==> src/rtl/phase_gen_pkg.sv <==
// Shared types and constants for the two-phase clock generator.
package phase_gen_pkg;

  typedef enum logic [2:0] {
    S_HOLD = 3'd0,
    S_PHI1 = 3'd1,
    S_GAP1 = 3'd2,
    S_PHI2 = 3'd3,
    S_GAP2 = 3'd4
  } phase_state_e;

  localparam int CYCLE_W = 16;

  // Largest of three values; sizes the shared state-timing counter.
  function automatic int max3(input int a, input int b, input int c);
    int m;
    m = (a > b) ? a : b;
    return (m > c) ? m : c;
  endfunction

endpackage

==> src/rtl/phase_gen.sv <==
// Two-phase non-overlapping PHI1/PHI2 enable generator with dead gaps,
// post-reset hold, PHI1 stall stretching, strobes and a PHI1 cycle counter.
module phase_gen
  import phase_gen_pkg::*;
#(
  parameter int DIV      = 12,
  parameter int GAP      = 1,
  parameter int RST_HOLD = 4
) (
  input  logic               CLK,
  input  logic               n_RES,
  input  logic               STALL,
  output logic               PHI1,
  output logic               PHI2,
  output logic               PHI1_START,
  output logic               PHI2_END,
  output logic [CYCLE_W-1:0] CYCLE
);

  localparam int H     = DIV / 2 - GAP;
  localparam int CNT_W = $clog2(max3(H, GAP, RST_HOLD) + 1);

  localparam logic [CNT_W-1:0] CNT_ONE  = CNT_W'(1);
  localparam logic [CNT_W-1:0] CNT_H    = CNT_W'(H);
  localparam logic [CNT_W-1:0] CNT_GAP  = CNT_W'(GAP);
  localparam logic [CNT_W-1:0] CNT_HOLD = CNT_W'(RST_HOLD);

  // Parameter sanity checks at elaboration.
  if ((DIV % 2) != 0 || DIV < 4) begin : g_bad_div
    $error("phase_gen: DIV must be even and >= 4");
  end
  if (GAP < 1 || GAP >= DIV / 2) begin : g_bad_gap
    $error("phase_gen: GAP must satisfy 1 <= GAP < DIV/2");
  end
  if (RST_HOLD < 1) begin : g_bad_hold
    $error("phase_gen: RST_HOLD must be >= 1");
  end

  phase_state_e       state_q, state_d;
  logic [CNT_W-1:0]   cnt_q, cnt_d;
  logic               phi1_q, phi1_d;
  logic               phi2_q, phi2_d;
  logic               phi1_start_q, phi1_start_d;
  logic               phi2_end_q, phi2_end_d;
  logic [CYCLE_W-1:0] cycle_q, cycle_d;
  logic               last;

  // Next state: one down-counter times every state; it reloads on each
  // transition and parks at 1 while a PHI1 stall is held.
  always_comb begin
    state_d = state_q;
    cnt_d   = cnt_q;
    last    = (cnt_q == CNT_ONE);
    case (state_q)
      S_HOLD: begin
        if (last) begin state_d = S_PHI1; cnt_d = CNT_H; end
        else      cnt_d = cnt_q - CNT_ONE;
      end
      S_PHI1: begin
        if (last) begin
          if (!STALL) begin state_d = S_GAP1; cnt_d = CNT_GAP; end
        end else begin
          cnt_d = cnt_q - CNT_ONE;
        end
      end
      S_GAP1: begin
        if (last) begin state_d = S_PHI2; cnt_d = CNT_H; end
        else      cnt_d = cnt_q - CNT_ONE;
      end
      S_PHI2: begin
        if (last) begin state_d = S_GAP2; cnt_d = CNT_GAP; end
        else      cnt_d = cnt_q - CNT_ONE;
      end
      S_GAP2: begin
        if (last) begin state_d = S_PHI1; cnt_d = CNT_H; end
        else      cnt_d = cnt_q - CNT_ONE;
      end
      default: begin state_d = S_HOLD; cnt_d = CNT_HOLD; end
    endcase
  end

  // Outputs decoded from the next state so every output is a plain flop.
  always_comb begin
    phi1_d       = (state_d == S_PHI1);
    phi2_d       = (state_d == S_PHI2);
    phi1_start_d = (state_d == S_PHI1) && (state_q != S_PHI1);
    phi2_end_d   = (state_d == S_PHI2) && (cnt_d == CNT_ONE);
    cycle_d      = phi1_start_d ? cycle_q + CYCLE_W'(1) : cycle_q;
  end

  // State, counter and output registers; reset clears enables at once.
  always_ff @(posedge CLK or negedge n_RES) begin
    if (!n_RES) begin
      state_q      <= S_HOLD;
      cnt_q        <= CNT_HOLD;
      phi1_q       <= 1'b0;
      phi2_q       <= 1'b0;
      phi1_start_q <= 1'b0;
      phi2_end_q   <= 1'b0;
      cycle_q      <= '0;
    end else begin
      state_q      <= state_d;
      cnt_q        <= cnt_d;
      phi1_q       <= phi1_d;
      phi2_q       <= phi2_d;
      phi1_start_q <= phi1_start_d;
      phi2_end_q   <= phi2_end_d;
      cycle_q      <= cycle_d;
    end
  end

  assign PHI1       = phi1_q;
  assign PHI2       = phi2_q;
  assign PHI1_START = phi1_start_q;
  assign PHI2_END   = phi2_end_q;
  assign CYCLE      = cycle_q;

endmodule

==> config.mk <==
export PLATFORM = sky130hd
export DESIGN_NAME = phase_gen
export DESIGN_NICKNAME = d
export VERILOG_FILES = /design/src/rtl/phase_gen_pkg.sv /design/src/rtl/phase_gen.sv
export SDC_FILE = /design/constraint.sdc
export NUM_CORES = 1
export LEC_CHECK = 0
export CAP_MARGIN = 20
export CELL_PAD_IN_SITES_DETAIL_PLACEMENT = 0
export CELL_PAD_IN_SITES_GLOBAL_PLACEMENT = 1
export CORE_ASPECT_RATIO = 1.4
export CORE_MARGIN = 2
export CORE_UTILIZATION = 35
export DETAILED_ROUTE_END_ITERATION = 16
export GPL_TIMING_DRIVEN = 0
export PLACE_DENSITY_LB_ADDON = 0.08
export SLEW_MARGIN = 20
export SYNTH_ARGS = -nofsm -noshare
export SYNTH_HDL_FRONTEND = slang
export SYNTH_SLANG_ARGS = --single-unit
==> constraint.sdc <==
create_clock -name CLK -period 2 [get_ports CLK]
set_input_delay 0.4 -clock CLK [delete_from_list [all_inputs] [get_ports CLK]]
set_output_delay 0.4 -clock CLK [all_outputs]
set_load 0.1 [all_outputs]
==> reports/qor.csv <==
stage,metric,value,unit
outcome,status,"finished, final reports clean",
clock_tree,ctsRootBufferMaster,clkbuf_8,
drt,wl_per_cell,13.1,um
global_routing,grt_max_degree,27,
placed_design,port_buffers,22,
synth,avgSynthCellArea,11.2,um2
clock_tree,postCtsHoldBufs,0,
global_routing,grt_pass1_wl,4040,um
power_and_ir_drop,p_leak,0.746,nW
synth,syn_inst,107,
setup_path,arrival,1.55,ns
sta,relSlewSlack,36.4,%
setup_path,ff2ff_setup_slack,0.26,ns
clock_tree,clkSinkCount,26,
synth,ys_types,31,
sta,setup_viol,0,
drt,routed_wl,2290,um
drt,via_per_inst,4.87,
cells_and_area,fin_area,1490,um2
drt,drt_iter0_markers,11,
sta,hold_viol_final,0,
setup_path,critPathKind,register to primary output,
sta,worstMarginPinSlew,0.957,ns
setup_path,slowest_delay,0.87,ns
flow_run,maxCapViolCount,0,
setup_path,crit_required,1.60,ns
placed_design,dp_hpwl,1740,um
drt,dr.pass1.iters,2,
global_routing,grt_pass1_vias,860,
cells_and_area,regArea,653,um2
drt,vias,852,
sta,skew,0.00431,ns
die,rows,25,
sta,rsz0062_at_grt,false,
placed_design,place_area,1470,um2
synth,ys_ff_latch,26,
placed_design,place.gp.congestion,0.746,
die,die-area,3920,um2
synth,yosysWarnings,0,
cells_and_area,fillCellCount,338,
setup_path,cp_slowest_cell,dlygate4sd2_1,
clock_tree,numCtsBuffers,3,
cells_and_area,multi_input_area,493,um2
synth,ys_top_cells_by_count,"25 x dfrtp_1, 13 x nor2_1, 10 x xnor2_1",
clock_tree,clk_pin_slew,0.09,ns
synth,synth.most_common_cell,dfrtp_1,
global_routing,grt_overflow,0,
sta,fin_hold_ws,0.122,ns
sta,fin_tns_setup,0,ns
setup_path,critPathLaunchType,register,
die,die_h,73.2,um
synth,synth_nets,113,
setup_path,crit_family,buffers and inverters,
sta,min_period_over_period,97.7,%
synth,netlist_area,1200,um2
clock_tree,cts_tree,built,
cells_and_area,n_antenna_cell,0,
synth,yosys.area.top_type,dfrtp_1,
cells_and_area,fin_nets,142,
synth,ys_async_sr_fraction,100,%
global_routing,antenna_found_initial,0,
setup_path,crit_chain,dlygate4sd2_1,
die,coreArea,3320,um2
drt,ant_nets,0,
synth,synth_seq_area_share,54.4,%
sta,max_freq,512,MHz
die,ios,23,
setup_path,path_buf_inv,1,
drt,drc,0,
clock_tree,insertion_delay,0.27,ns
sta,drv_slew,0,
clock_tree,clockBufferDepth,2,
sta,period_minus_slack,1.95,ns
synth,synth_edf_count,0,
synth,synth_top_area_share,52.2,%
synth,synth_ff_type,dfrtp_1,
hold_path,min_path_type,input pin to asynchronous set/reset pin,
clock_tree,htreeDepth,1,
die,fp.dieW,53.5,um
global_routing,grtUsageTotal,14.1,%
setup_path,critical_path.max_fanout,5,
cells_and_area,drive_above_1_share,13.3,%
setup_path,worstSetupEndpointType,primary output,
power_and_ir_drop,ir_drop,1.02,mV
cells_and_area,syn_to_final_growth,24.4,%
synth,synth_area_leaders,"dfrtp_1 52%, xnor2_1 7.3%, xor2_1 4.4%, nor2_1 4.1%, ha_1 3.1%",
power_and_ir_drop,power.total,0.00199,W
power_and_ir_drop,p_per_area,1330,nW/um2
die,start_util,36.2,%
path summary, 6_finish.rpt:
kind | startpoint | cells after the start | endpoint
max | CYCLE[8] | 1 | CYCLE[8]
min | n_RES | 1 | PHI1_START
max reg2reg | cnt_q[1] | 8 | CYCLE[6]
min reg2reg | CYCLE[15] | 1 | CYCLE[15]
max in group asynchronous | n_RES | 1 | CYCLE[0]
min in group CLK | CYCLE[15] | 1 | CYCLE[15]
layout by cell type (no fill, tap or decap), types with 2 or more instances in the layout:
cell              n
a21oi_1           3
buf_2             2
ha_1              3
nand4_1           6
nand2_1           5
buf_4             3
clkdlybuf4s15_1   2
dlygate4sd2_1    15
nand3_1           5
dfrtp_1          24
clkbuf_2          3
nor3_1            2
xnor2_1          10
clkbuf_8          3
and2_1            2
and3_1            3
buf_6             2
xor2_1            6
nor2_1           13
inv_1             5
cell type report:
cell class / count / area share, %
Clock buffer: 4 / 3.02
Tap cell: 40 / 3.36
Sequential cell: 26 / 43.8
Buffer: 4 / 2.35
Timing Repair Buffer: 24 / 13.2
Inverter: 5 / 1.26
Multi-Input combinational cell: 72 / 33.1
layer usage:
metal  routed length (um)  global-route usage (%)  up-vias  share of wire (%)
met4                   33                    6.84        0                1.4
li1                     -                       -      416                  -
met2                 1290                    24.8       15                 56
met3                   75                    1.84        4                3.3
met5                    0                       0        -                  0
met1                  894                    16.3      417                 39
logic make-up after synthesis:
group	share of synthesized area, %
buf+inv	4.49
flops	54.4
mux	0.939
fa+ha+maj	3.13
compound gates	5.01
simple gates	20.4
xor+xnor	11.7
what timing repair did:
item,CTS,global route
endpoints found under the setup margin,20,8
resized for setup,21,7
buffers inserted,0,2
power breakdown:
| part | switching [W] | internal [W] | total, W |
|---|---|---|---|
| clock network | 0.000161 | 0.000143 | 0.000303 |
| registers | 0.0000896 | 0.000647 | 0.000737 |
| logic | 0.000685 | 0.000266 | 0.000951 |
registers in the layout (all words and copies together) (netlist names):
name and cells:
cnt_q 3, PHI1_START 1, CYCLE 16, PHI2 1, PHI1 1, state_q 3, PHI2_END 1
through the flow:
step	cells	util, %	setup WS, ns
after CTS	173	44.8	0.0135
after global placement	169	44.3	0.00877
after floorplan	107	-	0.00513
after detailed placement	169	44.2	0.00805
final	175	45.0	0.0457
after global routing	175	45.0	0.00316
No activity file was read; power rests on OpenSTA's default activity.
